File: config.mk
export PLATFORM = sky130hd
export DESIGN_NAME = level_unpacker
export DESIGN_NICKNAME = d
export VERILOG_FILES = /design/src/rtl/level_unpacker.sv
export SDC_FILE = /design/constraint.sdc
export NUM_CORES = 1
export LEC_CHECK = 0
export CAP_MARGIN = 10
export CORE_ASPECT_RATIO = 1.2
export CORE_MARGIN = 2
export CORE_UTILIZATION = 37
export CTS_CLUSTER_SIZE = 14
export DETAILED_ROUTE_END_ITERATION = 8
export GPL_ROUTABILITY_DRIVEN = 0
export PLACE_DENSITY_LB_ADDON = 0.05
export SYNTH_ARGS = -nofsm -noshare
export SYNTH_HDL_FRONTEND = slang
export SYNTH_SLANG_ARGS = --single-unit
File: constraint.sdc
create_clock -name clk -period 2.64 [get_ports clk]
set_clock_uncertainty 0.05 [all_clocks]
set_input_delay 0.264 -clock clk [delete_from_list [all_inputs] [get_ports clk]]
set_output_delay 0.264 -clock clk [all_outputs]
set_load 0.005 [all_outputs]
File: src/rtl/level_unpacker.sv
`default_nettype none
// ============================================================================
// Module   : level_unpacker
// Brief    : Unpacks 32-bit words of signed levels LSB-first, one level/cycle.
// Revision : 1.0
// ============================================================================
module level_unpacker #(
  parameter int LEVEL_W     = 8,
  parameter int DEQ_LATENCY = 8,
  parameter int CNT_W       = 16
) (
  input  logic             clk,
  input  logic             rst,
  input  logic [31:0]      s_data,
  input  logic [4:0]       s_nlev,
  input  logic             s_is_weight,
  input  logic             s_last,
  input  logic             s_valid,
  output logic             s_ready,
  output logic [31:0]      level_int,
  output logic             is_weight,
  output logic             lvl_valid,
  output logic             w_valid,
  output logic             w_last,
  output logic [CNT_W-1:0] level_count
);

  localparam int          c_LPW_I = 32 / LEVEL_W;
  localparam logic [4:0]  c_LPW   = 5'(c_LPW_I);

  typedef enum logic [0:0] {
    ST_IDLE = 1'b0,
    ST_EMIT = 1'b1
  } state_t;

  state_t              r_state;
  state_t              w_state_nxt;
  logic [31:0]         r_data;
  logic [4:0]          r_n;
  logic [4:0]          r_idx;
  logic                r_wt;
  logic                r_last;
  logic                r_lvl_last;
  logic [1:0]          r_dly [DEQ_LATENCY];
  logic                w_accept;
  logic                w_idx_last;
  logic                w_emit;
  logic [4:0]          w_n_in;
  logic [LEVEL_W-1:0]  w_lvl;
  logic [31:0]         w_lvl_sext;
  logic [CNT_W-1:0]    w_cnt_base;
  logic [CNT_W-1:0]    w_cnt_nxt;

  // A count of 0 or beyond the word capacity means a full word.
  assign w_n_in     = ((s_nlev == 5'd0) || (s_nlev > c_LPW)) ? c_LPW : s_nlev;
  assign w_idx_last = (r_idx == (r_n - 5'd1));
  assign w_emit     = (r_state == ST_EMIT);

  always_ff @(posedge clk or negedge rst) begin
    if (!rst) begin
      r_state <= ST_IDLE;
    end else begin
      r_state <= w_state_nxt;
    end
  end

  always_comb begin
    w_state_nxt = r_state;
    s_ready     = 1'b0;
    case (r_state)
      ST_IDLE: begin
        s_ready = 1'b1;
        if (s_valid) begin
          w_state_nxt = ST_EMIT;
        end
      end
      ST_EMIT: begin
        if (w_idx_last) begin
          s_ready     = 1'b1;
          w_state_nxt = s_valid ? ST_EMIT : ST_IDLE;
        end
      end
      default: w_state_nxt = ST_IDLE;
    endcase
    w_accept = s_valid & s_ready;
  end

  always_comb begin
    w_lvl = '0;
    for (int k = 0; k < c_LPW_I; k++) begin
      if (r_idx == 5'(k)) begin
        w_lvl = r_data[k*LEVEL_W +: LEVEL_W];
      end
    end
  end

  assign w_lvl_sext = {{(32-LEVEL_W){w_lvl[LEVEL_W-1]}}, w_lvl};

  // The count restarts after a tensor's last level; a new level on that cycle makes it 1.
  assign w_cnt_base = r_lvl_last ? '0 : level_count;
  assign w_cnt_nxt  = (w_emit && (w_cnt_base != {CNT_W{1'b1}})) ? w_cnt_base + 1'b1 : w_cnt_base;

  always_ff @(posedge clk or negedge rst) begin
    if (!rst) begin
      r_data      <= '0;
      r_n         <= '0;
      r_idx       <= '0;
      r_wt        <= 1'b0;
      r_last      <= 1'b0;
      r_lvl_last  <= 1'b0;
      level_int   <= '0;
      is_weight   <= 1'b0;
      lvl_valid   <= 1'b0;
      level_count <= '0;
    end else begin
      if (w_accept) begin
        r_data <= s_data;
        r_n    <= w_n_in;
        r_wt   <= s_is_weight;
        r_last <= s_last;
        r_idx  <= '0;
      end else if (w_emit) begin
        r_idx  <= r_idx + 5'd1;
      end

      if (w_emit) begin
        level_int  <= w_lvl_sext;
        lvl_valid  <= 1'b1;
        is_weight  <= r_wt;
        r_lvl_last <= r_last & w_idx_last;
      end else begin
        level_int  <= '0;
        lvl_valid  <= 1'b0;
        r_lvl_last <= 1'b0;
      end

      level_count <= w_cnt_nxt;
    end
  end

  // Tag pipeline matching the dequantizer latency.
  always_ff @(posedge clk or negedge rst) begin
    if (!rst) begin
      for (int i = 0; i < DEQ_LATENCY; i++) begin
        r_dly[i] <= 2'b00;
      end
    end else begin
      r_dly[0] <= {lvl_valid, r_lvl_last};
      for (int i = 1; i < DEQ_LATENCY; i++) begin
        r_dly[i] <= r_dly[i-1];
      end
    end
  end

  assign w_valid = r_dly[DEQ_LATENCY-1][1];
  assign w_last  = r_dly[DEQ_LATENCY-1][0];

endmodule
`default_nettype wire

==> impl_metrics.ini <==
[finish]
antenna_cells = 0
postLayoutCellArea_um2 = 5275
mostFrequentLayoutCells = 92 x clkdlybuf4s50_1, 88 x dfrtp_1, 35 x mux2_2, 25 x nand2_1
regArea_um2 = 2202
syn2layout_area_growth_pct = 31.01
nets = 465
num-fill-cells = 988
layout-drive-gt1-share_pct = 15.64
multi_input_area_um2 = 1530
mostFrequentLayoutCell = clkdlybuf4s50_1

[setup_path]
crit_fanout = 13
crit_path_end_kind = flip-flop
critPathLaunchType = flip-flop
cp_data_arrival_time_ps = 2430
critPathRequiredTime_ps = 2810
worstSetupPathType = flip-flop to flip-flop

[floorplanning]
core_area_um2 = 10570
initial_utilization_pct = 38.10
ios = 95
die_area_um2 = 11740
rows = 41
die_height_um = 118.3
die_x_um = 99.23

[pwr]
switchingPower_uw = 1884
p_per_area_nw_per_um2 = 1144
p_int_uw = 4150
switching_share_pct = 31.23
p_leak_uw = 0.002233
peakVddDrop_mv = 0.4846
p_clk_share_pct = 22.0
seqPwrFrac_pct = 36.9
combPwrFrac_pct = 41.1

[clock_tree]
worstSkewPairLatency_ps = 340
cts_tree = yes
cts_made_buffers = 9
cts_buffer_depth = 2
clkTransAtPathRegs_ps = 60
cts_root_buf = clkbuf_16
ctsHtreeMaxLevel = 3
cts_setup_buffers = 0
cts.sinks = 88

[routing]
vias = 2688
avgViaCountPerCell = 4.878
first_pass_iters = 4
dr_wl_met2_um = 3774
wire_per_inst_um = 14.74
drc = 0
wl_met3_um = 466
routed_wl_um = 8123
antenna_left = 0
top_layer = met4
wl_met1_um = 3686
first_iter_violations = 64

[grt]
grt_max_degree = 48
antenna_found_initial = 0
overflow = 0
grt_pass1_wl_um = 13320
grt_pass1_vias = 2700
grt_usage_pct = 14.42

[logic_synthesis]
yosysTopAreaCellShare_pct = 54.69
synth_compound_area_share_pct = 6.681
synth_mux_area_share_pct = 12.31
syn_nets = 389
ys_top_cells_by_area = dfrtp_1 55%, mux2_2 9.8%, buf_4 4.8%
ys.flop_type = dfrtp_1
yosys_warnings = 0
synth.largest_area_cell = dfrtp_1
ys_seq_area_share_pct = 54.69
synth-simple-area-share_pct = 13.46
synth_seq_cells = 88
async_flop_share_pct = 100.0
synth.avg_cell_area_um2 = 11.81
yosys.area_share.adder_pct = 1.865
synth_area_um2 = 4026
synth-edff-count = 0
synthXorXnorAreaFrac_pct = 3.698
syn_inst = 341
yosysUniqueCellTypes = 42
synth_top_family_by_area = simple AND/OR/NAND/NOR gates

[min_path]
hold_path.class = flip-flop to flip-flop

[job]
maxCapViolCount = 0

[status]
status = complete, no violations

[place]
port-buffer-count = 94
dp_hpwl_um = 5623
placed_area_um2 = 4943

[timing]
hold_viol = 0
post-route-min-period_ps = 2257
maxSlewHeadroom_pct = 53.69
clock.fmax_ghz = 0.4431
finalSetupViolations = 0
slew_viol_final = 0
rsz0062_at_grt = no
worstMarginPinSlew_ps = 694.7
timing.final.crit_share_pct = 85.49
setup_tns_ps = 0
-- layer usage --
layer | up-vias | global-route usage (%)
met3 | 12 | 2.602
met4 | 0 | 7.705
met1 | 1298 | 19.17
met2 | 78 | 22.26
li1 | 1300 | -
met5 | - | 0
-- synth_stat cells (all sizes together), types with 5 or more instances --
master / count
and3b: 8
nand2: 25
xnor2: 11
nor2: 17
nand3: 6
mux2i: 9
nor2b: 10
nand4: 7
xor2: 6
buf: 31
a21oi: 18
dfrtp: 88
o21ai: 16
nor3: 5
ha: 6
clkbuf: 8
mux2: 36
inv: 5
-- registers in the layout (all words and copies together), names as in the netlist --
register / flops
is_weight: 1
r_state: 1
r_n: 5
level_int: 8
r_idx: 5
r_data: 32
level_count: 16
w_valid: 1
lvl_valid: 1
r_dly: 14
r_last: 1
w_last: 1
r_wt: 1
r_lvl_last: 1
-- layout make-up --
type	instances	area share (%)
sequential	88	41.75
multi-input combinational	209	29.01
timing repair buffer	104	19.78
clock buffer	14	5.384
tap	129	3.060
clock inverter	2	0.6641
inverter	5	0.3558
-- critical path, cell delays in order (launching register included) --
cell and delay (ps):
dfrtp_1 380, inv_1 70, ha_1 300, xnor2_1 130, a211oi_2 220, o311ai_4 180
a21oi_4 210, buf_4 240, mux2_2 360
-- worst paths after layout --
kind                       slack (ps)      start  cells after the start   endpoint
setup reg to reg                  380     r_n[0]                      8  r_data[3]
max in group asynchronous        1480        rst                      3   r_idx[4]
hold reg to reg                   290  r_dly[13]                      0  r_dly[11]
setup / recovery                  380     r_n[0]                      8  r_data[3]
min in group asynchronous         410        rst                      2     w_last
hold / removal                    290  r_dly[13]                      0  r_dly[11]
-- cell families (layout without fill, tap and decap cells) --
kind of cell / count (synthesis) / count (layout)
DFF: 88 / 88
and+or+nand+nor: 99 / 99
buffers and inverters: 44 / 125
muxes: 45 / 45
xor gates and xnor gates: 17 / 17
AOI/OAI and AO/OA: 42 / 42
adders and majority gates: 6 / 6
-- what timing repair did --
item                                   in CTS  in global routing
pin swaps                                   1                  2
setup endpoints to repair                   1                  1
resized for setup                           0                  1
gates cloned                                0                  0
endpoints found under the hold margin      41                  0
hold buffers                                1                  0
-- metrics by stage --
step,hold WS (ps),worst slack (ps),utilization (%),instances,power [uW]
after floorplan,-81.59,484.6,-,341,3970
after global placement,243.2,347.3,46.78,534,4758
after detailed placement,241.9,315.8,46.78,534,4791
after CTS,297.7,10.07,49.89,551,6162
after global routing,308.3,259.9,49.92,551,6479
final,293.3,383.0,49.92,551,6034
-- power groups by stage --
stage | clock network (uW) | logic [uW] | registers (uW)
floorplan | 0 | 1810 | 2160
global placement | 0 | 2510 | 2250
detailed placement | 0 | 2530 | 2260
CTS | 1380 | 2550 | 2230
global route | 1430 | 2740 | 2310
finish | 1330 | 2480 | 2230
(Power assumes the default switching activity.)
